===== src/rtl/key_menu_ctrl.sv =====
// Edit/commit menu over one configuration value, driven by debounced key levels and press pulses.
// UP/DOWN auto-repeat while held; an idle EDIT session is abandoned after a timeout.
module key_menu_ctrl #(
  parameter int VAL_W      = 8,
  parameter int VAL_MIN    = 0,
  parameter int VAL_MAX    = 99,
  parameter int VAL_INIT   = 10,
  parameter int STEP       = 1,
  parameter int WRAP       = 1,
  parameter int HOLD_MS    = 500,
  parameter int REPEAT_MS  = 100,
  parameter int TIMEOUT_MS = 5000
) (
  input  logic             sys_clk,
  input  logic             sys_rst,
  input  logic             tick_1ms,
  input  logic [3:0]       sta_key,
  input  logic [3:0]       sta_key_pos,
  output logic             edit_active,
  output logic [VAL_W-1:0] edit_val,
  output logic [VAL_W-1:0] cfg_val,
  output logic             cfg_valid,
  output logic             edit_tmo
);

  localparam int CNT_MAX = (HOLD_MS > TIMEOUT_MS) ? HOLD_MS : TIMEOUT_MS;
  localparam int CNT_W   = $clog2(CNT_MAX + 1);
  localparam int XW      = VAL_W + 1;

  localparam logic [VAL_W-1:0] UP_LIM = (WRAP != 0) ? VAL_W'(VAL_MIN) : VAL_W'(VAL_MAX);
  localparam logic [VAL_W-1:0] DN_LIM = (WRAP != 0) ? VAL_W'(VAL_MAX) : VAL_W'(VAL_MIN);

  typedef enum logic [1:0] {
    S_IDLE,
    S_EDIT,
    S_COMMIT
  } state_e;

  state_e           state_q, state_d;
  logic [VAL_W-1:0] edit_val_q, edit_val_d;
  logic [VAL_W-1:0] cfg_val_q, cfg_val_d;
  logic             edit_tmo_q, edit_tmo_d;
  logic [CNT_W-1:0] hold_cnt_q, hold_cnt_d;
  logic [CNT_W-1:0] tmo_cnt_q, tmo_cnt_d;

  logic [VAL_W:0]   ev_x, up_sum, dn_diff;
  logic [VAL_W-1:0] up_val, dn_val;
  logic [CNT_W-1:0] hold_inc, tmo_inc;

  // Extra bit keeps the limit checks free of overflow
  assign ev_x    = {1'b0, edit_val_q};
  assign up_sum  = ev_x + XW'(STEP);
  assign dn_diff = ev_x - XW'(STEP);
  assign up_val  = (up_sum > XW'(VAL_MAX)) ? UP_LIM : up_sum[VAL_W-1:0];
  assign dn_val  = (ev_x < XW'(VAL_MIN + STEP)) ? DN_LIM : dn_diff[VAL_W-1:0];

  assign hold_inc = (hold_cnt_q == CNT_W'(CNT_MAX)) ? hold_cnt_q : hold_cnt_q + 1'b1;
  assign tmo_inc  = (tmo_cnt_q == CNT_W'(CNT_MAX)) ? tmo_cnt_q : tmo_cnt_q + 1'b1;

  always_comb begin
    state_d    = state_q;
    edit_val_d = edit_val_q;
    cfg_val_d  = cfg_val_q;
    edit_tmo_d = 1'b0;
    hold_cnt_d = '0;
    tmo_cnt_d  = '0;
    unique case (state_q)
      S_IDLE: begin
        if (sta_key_pos[0]) begin
          state_d    = S_EDIT;
          edit_val_d = cfg_val_q;
        end
      end
      S_EDIT: begin
        if (sta_key_pos != 4'b0000) begin
          if (sta_key_pos[3]) begin
            state_d   = S_COMMIT;
            cfg_val_d = edit_val_q;
          end else if (sta_key_pos[0]) begin
            state_d = S_IDLE;
          end else if (sta_key_pos[1]) begin
            edit_val_d = up_val;
          end else if (sta_key_pos[2]) begin
            edit_val_d = dn_val;
          end
        end else begin
          // The tick that brings the hold count to HOLD_MS steps; reloading keeps REPEAT_MS spacing
          if (sta_key[1] || sta_key[2]) begin
            hold_cnt_d = hold_cnt_q;
            if (tick_1ms) begin
              if (hold_inc >= CNT_W'(HOLD_MS)) begin
                edit_val_d = sta_key[1] ? up_val : dn_val;
                hold_cnt_d = CNT_W'(HOLD_MS - REPEAT_MS);
              end else begin
                hold_cnt_d = hold_inc;
              end
            end
          end
          if (sta_key == 4'b0000) begin
            tmo_cnt_d = tmo_cnt_q;
            if (tick_1ms) begin
              if (tmo_inc >= CNT_W'(TIMEOUT_MS)) begin
                state_d    = S_IDLE;
                edit_tmo_d = 1'b1;
                tmo_cnt_d  = '0;
              end else begin
                tmo_cnt_d = tmo_inc;
              end
            end
          end
        end
      end
      S_COMMIT: begin
        state_d = S_IDLE;
      end
      default: begin
        state_d = S_IDLE;
      end
    endcase
  end

  always_ff @(posedge sys_clk) begin
    if (sys_rst) begin
      state_q    <= S_IDLE;
      edit_val_q <= VAL_W'(VAL_INIT);
      cfg_val_q  <= VAL_W'(VAL_INIT);
      edit_tmo_q <= 1'b0;
      hold_cnt_q <= '0;
      tmo_cnt_q  <= '0;
    end else begin
      state_q    <= state_d;
      edit_val_q <= edit_val_d;
      cfg_val_q  <= cfg_val_d;
      edit_tmo_q <= edit_tmo_d;
      hold_cnt_q <= hold_cnt_d;
      tmo_cnt_q  <= tmo_cnt_d;
    end
  end

  assign edit_active = (state_q == S_EDIT);
  assign cfg_valid   = (state_q == S_COMMIT);
  assign edit_val    = edit_val_q;
  assign cfg_val     = cfg_val_q;
  assign edit_tmo    = edit_tmo_q;

endmodule


===== config.mk =====
export PLATFORM = sky130hd
export DESIGN_NAME = key_menu_ctrl
export DESIGN_NICKNAME = d
export VERILOG_FILES = /design/src/rtl/key_menu_ctrl.sv
export SDC_FILE = /design/constraint.sdc
export NUM_CORES = 1
export LEC_CHECK = 0
export CAP_MARGIN = 5
export CORE_MARGIN = 8
export CORE_UTILIZATION = 57
export CTS_BUF_LIST = sky130_fd_sc_hd__clkbuf_4 sky130_fd_sc_hd__clkbuf_8 sky130_fd_sc_hd__clkbuf_16
export DETAILED_ROUTE_END_ITERATION = 10
export PLACE_DENSITY = 0.81
export SKIP_CTS_REPAIR_TIMING = 1
export SKIP_LAST_GASP = 1
export SLEW_MARGIN = 20
export SYNTH_ARGS = -nofsm -noshare
export SYNTH_HDL_FRONTEND = slang
export SYNTH_SLANG_ARGS = --single-unit

===== constraint.sdc =====
create_clock -name sys_clk -period 3.52 [get_ports sys_clk]
set_input_delay 0.704 -clock sys_clk [delete_from_list [all_inputs] [get_ports sys_clk]]
set_output_delay 0.704 -clock sys_clk [all_outputs]
set_load 0.01 [all_outputs]

## Yosys cells after proc, flatten, opt, wreduce, memory -nomap -nowiden

Index checks and enable logic that the tools add are counted.

- Bits in registers: 45
- Bits of input ports: 11
- Output and inout bits: 19
- Word-level logic and storage cells: 69

- $add $sub $neg: 4
- Order comparisons: 4
- Eq/ne operators: 14
- Multiplexer cells: 26
- Bitwise operators: 4
- Reductions and logical operators: 11

Operators by type and width:

| operator | number |
|---|---|
| 8-bit two-way mux | 12 |
| 13-bit two-way mux | 4 |
| 13-bit by 1-bit adder with 13-bit output (second input constant) | 2 |
| 13-bit == test (second input constant) | 2 |
| 8-bit one-hot mux with 2 select lines | 1 |
| 2-bit two-way mux | 7 |
| 13-bit >= comparator (second input constant) | 1 |
| 13-bit by 9-bit >= comparator with 1-bit output (second input constant) | 1 |
| 3-bit by 1-bit inequality test with 1-bit output (second input constant) | 4 |
| 8-bit by 1-bit adder with 9-bit output (second input constant) | 1 |
| 9-bit by 7-bit > comparator with 1-bit output (second input constant) | 1 |
| 8-bit by 1-bit < comparator with 1-bit output (second input constant) | 1 |
| 4-bit inequality test (second input constant) | 2 |
| 8-bit AND reduction | 1 |
| 4-bit OR reduction | 2 |
| 8-bit by 1-bit subtractor with 8-bit output (second input constant) | 1 |
| 3-bit inequality test (second input constant) | 2 |
| 5-bit AND reduction | 1 |
| 5-bit OR reduction | 1 |
| 4-bit logical NOT | 1 |
| 1-bit inverter | 4 |
| 2-bit one-hot mux with 2 select lines | 1 |
| 4-bit nonzero test | 1 |
| 3-bit by 2-bit inequality test with 1-bit output (second input constant) | 1 |
| 8 further kinds | 8 |

## Depth between registers and ports, before layout

Gate-level depths: netlist of the first run.

- Depth in word-level cells: 9
- Mapped depth: 10
- Depth with buffers taken out: 9

## Least setup slack after synthesis of the first run

OpenSTA, ideal clock, no wires.

- Path kind: reg-to-reg
- From: register edit_val_q[0], in the netlist edit_val[0]
- To: register edit_val_q[5], in the netlist edit_val[5]
- Setup time: 0.092 ns
- Arrival: 2.669 ns
- Data required time: 3.428 ns
- Slack: 0.759 ns
- Stages on the path, launching flop included: 11
- Buffers on the path: 1
- Period minus slack after synthesis: 2.761 ns
- Cell sequence: dfxtp_1 -> clkbuf_2 -> inv_1 -> ha_1 -> nor3b_1 -> or4_1 -> a2111oi_2 -> nor2_1 -> nor3_4 -> a221oi_1 -> o32ai_1

- Longest elaborated chain between the ends: 9
- Elaborated cells on any way between the ends: 16
- Those cells by class: add/sub (2); order compare (2); mux (12)

RTL lines:

| item | line | text |
|---|---|---|
| start, declared | 40 | `logic [VAL_W-1:0] edit_val_q, edit_val_d;` |
| start signal, assigned | 125 | `edit_val_q <= VAL_W'(VAL_INIT);` |
| start signal, assigned | 132 | `edit_val_q <= edit_val_d;` |
| 8-bit by 1-bit adder with 9-bit output | 52 | `assign up_sum = ev_x + XW'(STEP);` |
| 9-bit by 7-bit > comparator with 1-bit output | 54 | `assign up_val = (up_sum > XW'(VAL_MAX)) ? UP_LIM : up_sum[VAL_W-1:0];` |
| 8-bit two-way mux | 54 |  |
| 8-bit two-way mux | 92 | `edit_val_d = sta_key[1] ? up_val : dn_val;` |
| 8-bit two-way mux | 91 | `if (hold_inc >= CNT_W'(HOLD_MS)) begin` |
| 8-bit two-way mux | 90 | `if (tick_1ms) begin` |
| 8-bit two-way mux | 88 | `if (sta_key[1] \|\| sta_key[2]) begin` |
| 8-bit two-way mux (*) | 75 | `if (sta_key_pos != 4'b0000) begin` |
| 8-bit one-hot mux with 2 select lines (*) | 67 | `unique case (state_q)` |

Every way passes the cells marked *; elsewhere a longest branch is shown, timed or not. The select of a mux whose other input is x is not followed.
A chain may end at the register's enable or synchronous reset.

## Worst setup path in the final report of the first run

Same ends and word-level chain as after synthesis.

==> results of run 1 <==
[cells by family (layout without fill, tap and decap cells)]
group,Yosys count,count (layout),share of synthesized area
XOR/XNOR,15,15,0.0439
AND/OR/NAND/NOR,189,189,0.323
flip-flops,45,45,0.301
buffers and inverters,46,60,0.0619
AO/OA/AOI/OAI,89,89,0.227
adder cells (fa/ha/maj),7,7,0.0293
multiplexers,4,4,0.0142
[area by class of cell]
cell class	count	share of cell area
clock inverter	1	0.00149
clock buffer	5	0.0204
multi-input combinational	304	0.566
timing repair buffer	33	0.0951
inverter	21	0.0234
tap	70	0.0260
sequential	45	0.268
[routing by layer]
layer / wire length, µm / global-route usage
met2: 3450 / 0.338
met5: 0 / 0
met1: 3450 / 0.254
met4: 142 / 0.0783
met3: 611 / 0.0418
[worst register-to-register path: cells and delay by family, from the launching register on]
| family | cells | cell delay (ns) |
|---|---|---|
| and+or+nand+nor | 4 | 1.08 |
| buffers and inverters | 1 | 0.15 |
| AOI/OAI and AO/OA | 3 | 0.90 |
| DFF | 1 | 0.51 |
| adders and majority gates | 1 | 0.34 |
[final timing paths]
path,startpoint,endpoint,cells past startpoint
setup / recovery,edit_val[0]$_SDFFE_PP0P_,edit_val[5]$_SDFFE_PP0P_,9
hold / removal,cfg_val[0]$_SDFFE_PP0P_,cfg_val[0]$_SDFFE_PP0P_,2
setup reg to reg,edit_val[0]$_SDFFE_PP0P_,edit_val[5]$_SDFFE_PP0P_,9
hold reg to reg,cfg_val[0]$_SDFFE_PP0P_,cfg_val[0]$_SDFFE_PP0P_,2
[synth_stat cells, types with 4 or more instances]
master	number
a211oi_1	4
a21oi_1	23
a221oi_1	5
a31oi_1	5
and3_1	11
clkbuf_1	20
dfxtp_1	45
ha_1	7
inv_1	20
nand2_1	35
nand2b_1	5
nand3_1	27
nand4_1	12
nor2_1	48
nor2b_1	5
nor3_1	15
nor3b_1	4
o21ai_0	11
o31ai_1	6
o32ai_1	4
or2_2	6
xnor2_1	9
xor2_1	6
[sequential cells by signal, indices dropped and copies added (netlist names)]
| name | count |
|---|---|
| cfg_val | 8 |
| state_q | 2 |
| edit_tmo | 1 |
| tmo_cnt_q | 13 |
| hold_cnt_q | 13 |
| edit_val | 8 |
[layout by cell type (no fill, tap or decap), types with 4 or more instances in the layout]
| cell type | synthesis | routed |
|---|---|---|
| or2_2 | 6 | 6 |
| inv_1 | 20 | 20 |
| nand3_1 | 27 | 27 |
| a31oi_1 | 5 | 5 |
| clkbuf_8 | 0 | 5 |
| o32ai_1 | 4 | 4 |
| nor2b_1 | 5 | 5 |
| and3_1 | 11 | 11 |
| nor2_1 | 48 | 48 |
| o31ai_1 | 6 | 6 |
| nand2_1 | 35 | 35 |
| a21oi_1 | 23 | 23 |
| nor3b_1 | 4 | 4 |
| nor3_1 | 15 | 15 |
| a221oi_1 | 5 | 5 |
| nand4_1 | 12 | 12 |
| dfxtp_1 | 45 | 45 |
| clkdlybuf4s50_1 | 0 | 29 |
| o21ai_0 | 11 | 11 |
| nand2b_1 | 5 | 5 |
| buf_4 | 0 | 4 |
| xor2_1 | 6 | 6 |
| a211oi_1 | 4 | 4 |
| xnor2_1 | 9 | 9 |
| ha_1 | 7 | 7 |
[through the flow]
stage | setup slack, ns | util | area, µm² | total power [µW] | instances
5_1_grt | 0.237 | 0.663 | 3370 | 994 | 479
4_1_cts | 0.504 | 0.663 | 3370 | 959 | 479
3_5_place_dp | 0.550 | 0.649 | 3290 | 661 | 473
6_report | 0.463 | 0.663 | 3370 | 953 | 479
2_1_floorplan | 0.759 | - | 2990 | 616 | 395
3_3_place_gp | 0.626 | 0.649 | 3290 | 659 | 473
[power by group]
| part | switching [µW] | internal, µW | leakage (µW) |
|---|---|---|---|
| combinational | 69.7 | 53.7 | 0.000702 |
| clock | 170 | 131 | 0.0000399 |
| sequential | 12.9 | 515 | 0.000363 |
==> results.toml, run 1 <==
[global_route]
grt_usage = 0.205
grt_max_degree = 24
grt_antenna_before_repair = 0
first_global_vias = 2804
overflow = 0
grt_pass1_wl_mm = 12.9

[pwr]
peakVddDrop_v = 0.000166
power.leakage_uw = 0.00111
power_density_mw_per_mm2 = 283

[timing]
fmax_ghz = 0.327
worst_slew_pin_slew_ns = 0.728
maxSlewViolCount = 0
skew_ns = 0.00954
slew_headroom = 0.508
whs_ns = 0.477
hold_violations = 0
rsz0062_at_grt = "no"
finalCritPeriodShare = 0.869
post-route-min-period_ns = 3.06
finalSetupViolCount = 0
setup-tns-final_ns = 0

[floorplan]
rows = 26
die_area_mm2 = 0.00782
core_area_mm2 = 0.00507
initial_core_util = 0.589
fp.dieW_um = 88.4
boundaryPins = 30
die_y_um = 88.4

[synthesis]
synth_area_mm2 = 0.00299
synth_area_leader_cell = "dfxtp_1"
synth-edff-count = 0
synth_area_leaders = "dfxtp_1 (30%), nor2_1 (6.0%), nand3_1 (4.5%)"
async_flop_share = 0
synthFlopType = "dfxtp_1"
synth_cells = 395
syn_nets = 413
yosys_warnings = 0
syn_avg_cell_area_um2 = 7.57
ys_types = 67
yosysSeqAreaShare = 0.301
synth_seq_cells = 45
synth_top_area_frac = 0.301

[worst_setup_path]
cp.arrival_ns = 3.26
cpLargestDelayFamily = "simple AND/OR/NAND/NOR gates"
r2r_setup_slack_ns = 0.46
worstSetupPathType = "reg2reg"
endpoint_kind = "register"
cp_max_fo = 10
crit_path_cell_trace = "inv_1 -> ha_1 -> nor3b_1 -> or4_1 -> a2111oi_2 -> nor2_1 -> nor3_4 -> a221oi_1 -> o32ai_1"
crit_slowest_cell = "dfxtp_1"
worstPathRequired_ns = 3.72
cp_num_buf_inv = 1
start_kind = "register"
crit_path_max_incr_delay_ns = 0.51

[placement]
routabilityCongestion = 0.923
hpwlAfterDp_mm = 5.50
io_buffers = 29

[clocking]
h-tree-depth = 2
numCtsBuffers = 5
clkLatencyLatePin_ns = 0.30
cts-root-buf = "clkbuf_8"
clk_pin_slew_ns = 0.09
cts.path.max_buffers = 2
numClockSinks = 45
cts_tree = "yes"

[flow_run]
maxCapViolations = 0

[finish]
drive_gt1_frac = 0.0831
layout.nets = 428
multi_input_area_mm2 = 0.00191
diodes = 0
seqCellArea_um2 = 901
nFillCells = 487
area.growth.synth_to_final_pct = 12.5

[detailed_routing]
final_antenna_net_count = 0
viasPerCell = 6.28
routed-via-count = 3009
routed_wl_mm = 7.65
dr.pass1.iters = 5
drc = 0
wl_per_cell_um = 16.0
drt_iter0_drc = 255

[hold_path]
worst_hold_path_type = "reg2reg"

[status]
status = "finished clean"
No activity file was read; power rests on OpenSTA's default activity.
==> run 2: changes to the inputs <==
--- a/config.mk
+++ b/config.mk
@@ -7,10 +7,10 @@
 export LEC_CHECK = 0
 export CAP_MARGIN = 5
 export CORE_MARGIN = 8
-export CORE_UTILIZATION = 57
+export CORE_UTILIZATION = 35
 export CTS_BUF_LIST = sky130_fd_sc_hd__clkbuf_4 sky130_fd_sc_hd__clkbuf_8 sky130_fd_sc_hd__clkbuf_16
 export DETAILED_ROUTE_END_ITERATION = 10
-export PLACE_DENSITY = 0.81
+export PLACE_DENSITY = 0.54
 export SKIP_CTS_REPAIR_TIMING = 1
 export SKIP_LAST_GASP = 1
 export SLEW_MARGIN = 20
==> run 2 against run 1 <==
- combinational power about the same
- utilization fell by 24 points
- clock-buffer cell count grew 2
- sequential power barely moved
- flip-flop and latch count unchanged
- maximum frequency is essentially flat
==> results.toml, run 2 (synthesized netlist as in run 1, its figures left out) <==
[status]
status = "finished clean"

[hold_path]
min_from = "cfg_val[6]$_SDFFE_PP0P_"
hold_depth = 2
worst_hold_path_type = "reg2reg"

[worst_setup_path]
crit_slowest_cell = "dfxtp_1"
crit_path_cell_trace = "inv_1 -> ha_1 -> nor3b_1 -> or4_1 -> a2111oi_2 -> nor2_1 -> nor3_4 -> a221oi_1 -> o32ai_1"
r2r_start = "edit_val[0]$_SDFFE_PP0P_"
reg2regPathDepth = 9
crit_path_start = "edit_val[0]$_SDFFE_PP0P_"
cp_num_cells = 9
cp.arrival_ns = 3.27
start_kind = "register"
endpoint_kind = "register"
cpLargestDelayFamily = "simple AND/OR/NAND/NOR gates"
worstSetupPathType = "reg2reg"
cp_num_buf_inv = 1
cp_max_fo = 10
worstPathRequired_ns = 3.73
crit_path_max_incr_delay_ns = 0.53
r2r_setup_slack_ns = 0.46

[clocking]
clkLatencyLatePin_ns = 0.29
clk_pin_slew_ns = 0.09
cts_tree = "yes"
numClockSinks = 45
h-tree-depth = 2
cts.path.max_buffers = 2
cts-root-buf = "clkbuf_8"
numCtsBuffers = 5

[floorplan]
die_area_mm2 = 0.0118
die_y_um = 108
initial_core_util = 0.362
boundaryPins = 30
rows = 33
fp.dieW_um = 108
core_area_mm2 = 0.00826

[timing]
fmax_ghz = 0.327
hold_violations = 0
slew_headroom = 0.481
rsz0062_at_grt = "no"
fin_ws_ns = 0.460
setup-tns-final_ns = 0
worst_slew_pin_slew_ns = 0.768
finalSetupViolCount = 0
finalCritPeriodShare = 0.869
post-route-min-period_ns = 3.06
maxSlewViolCount = 0
skew_ns = 0.00651

[pwr]
peakVddDrop_v = 0.000135
power.leakage_uw = 0.00113
power_density_mw_per_mm2 = 285
p_total_uw = 986

[finish]
layout.nets = 432
area.growth.synth_to_final_pct = 15.6
drive_gt1_frac = 0.0964
reg.largest.list = "hold_cnt_q: 13 flops, tmo_cnt_q: 13 flops"
final_common_cell = "nor2_1"
mostFrequentLayoutCells = "nor2_1 (48), dfxtp_1 (45), nand2_1 (35)"
diodes = 0

[global_route]
grt_usage = 0.141
grt_max_degree = 17
overflow = 0
grt_antenna_before_repair = 0
grt_pass1_wl_mm = 13.8
first_global_vias = 2865

[flow_run]
maxCapViolations = 0

[detailed_routing]
routed_wl_mm = 8.03
dr.pass1.iters = 4
routed-via-count = 2956
drt_iter0_drc = 169
drc = 0
wl_per_cell_um = 15.4
viasPerCell = 5.68
final_antenna_net_count = 0

[placement]
post-place-ws_ns = 0.454
routabilityCongestion = 0.874
hpwlAfterDp_mm = 5.90
io_buffers = 29
[run 2: cell count changes in the layout (fill, tap and decap cells not counted), sizes merged]
cell / before / now
buf: 4 / 8
clkinvlp: 0 / 1
clkbuf: 5 / 7
clkinv: 1 / 0
[run 2: final timing paths]
check	to
worst min register to register	cfg_val[6]$_SDFFE_PP0P_
worst min-delay path	cfg_val[6]$_SDFFE_PP0P_
worst max-delay path	edit_val[5]$_SDFFE_PP0P_
worst max register to register	edit_val[5]$_SDFFE_PP0P_
[run 2: layer usage]
| metal | vias to the layer above | wire length, µm | GRT usage | share of wire |
|---|---|---|---|---|
| met1 | 1400 | 3760 | 0.177 | 0.47 |
| met4 | 0 | 61 | 0.0352 | 0.0076 |
| met3 | 6 | 471 | 0.0274 | 0.059 |
| li1 | 1470 | - | - | - |
| met5 | - | 0 | 0 | 0 |
| met2 | 80 | 3730 | 0.241 | 0.46 |
[run 2: layout make-up]
type / count / area, µm²
inverters: 21 / 78.8
flip-flops and latches: 45 / 901
well taps: 105 / 131
fillers: 886 / 4800
repair buffers: 37 / 350
clock buffers: 7 / 83.8
multi-input cells: 304 / 1910
clock inverters: 1 / 7.51
[run 2: worst register-to-register path, stage by stage, from the launching register on]
cell and delay, ns:
dfxtp_1 0.53, inv_1 0.16, ha_1 0.35, nor3b_1 0.14, or4_1 0.42, a2111oi_2 0.47
nor2_1 0.13, nor3_4 0.36, a221oi_1 0.14, o32ai_1 0.27
[run 2: power by group]
part           internal, µW  total [µW]  leakage [µW]  switching, µW
Clock                   156         332     0.0000453            176
Combinational          56.1         125      0.000721           69.2
Sequential              515         528      0.000363           13.3
[run 2: stage by stage]
| stage | cell area, µm² | util | hold WS, ns | cells |
|---|---|---|---|---|
| 6_report | 3460 | 0.419 | 0.484 | 520 |
| 5_1_grt | 3460 | 0.419 | 0.528 | 520 |
| 4_1_cts | 3460 | 0.419 | 0.488 | 520 |
| 3_5_place_dp | 3370 | 0.408 | 0.473 | 512 |
| 3_3_place_gp | 3370 | 0.408 | 0.471 | 512 |
| 2_1_floorplan | 2990 | - | 0.449 | 395 |
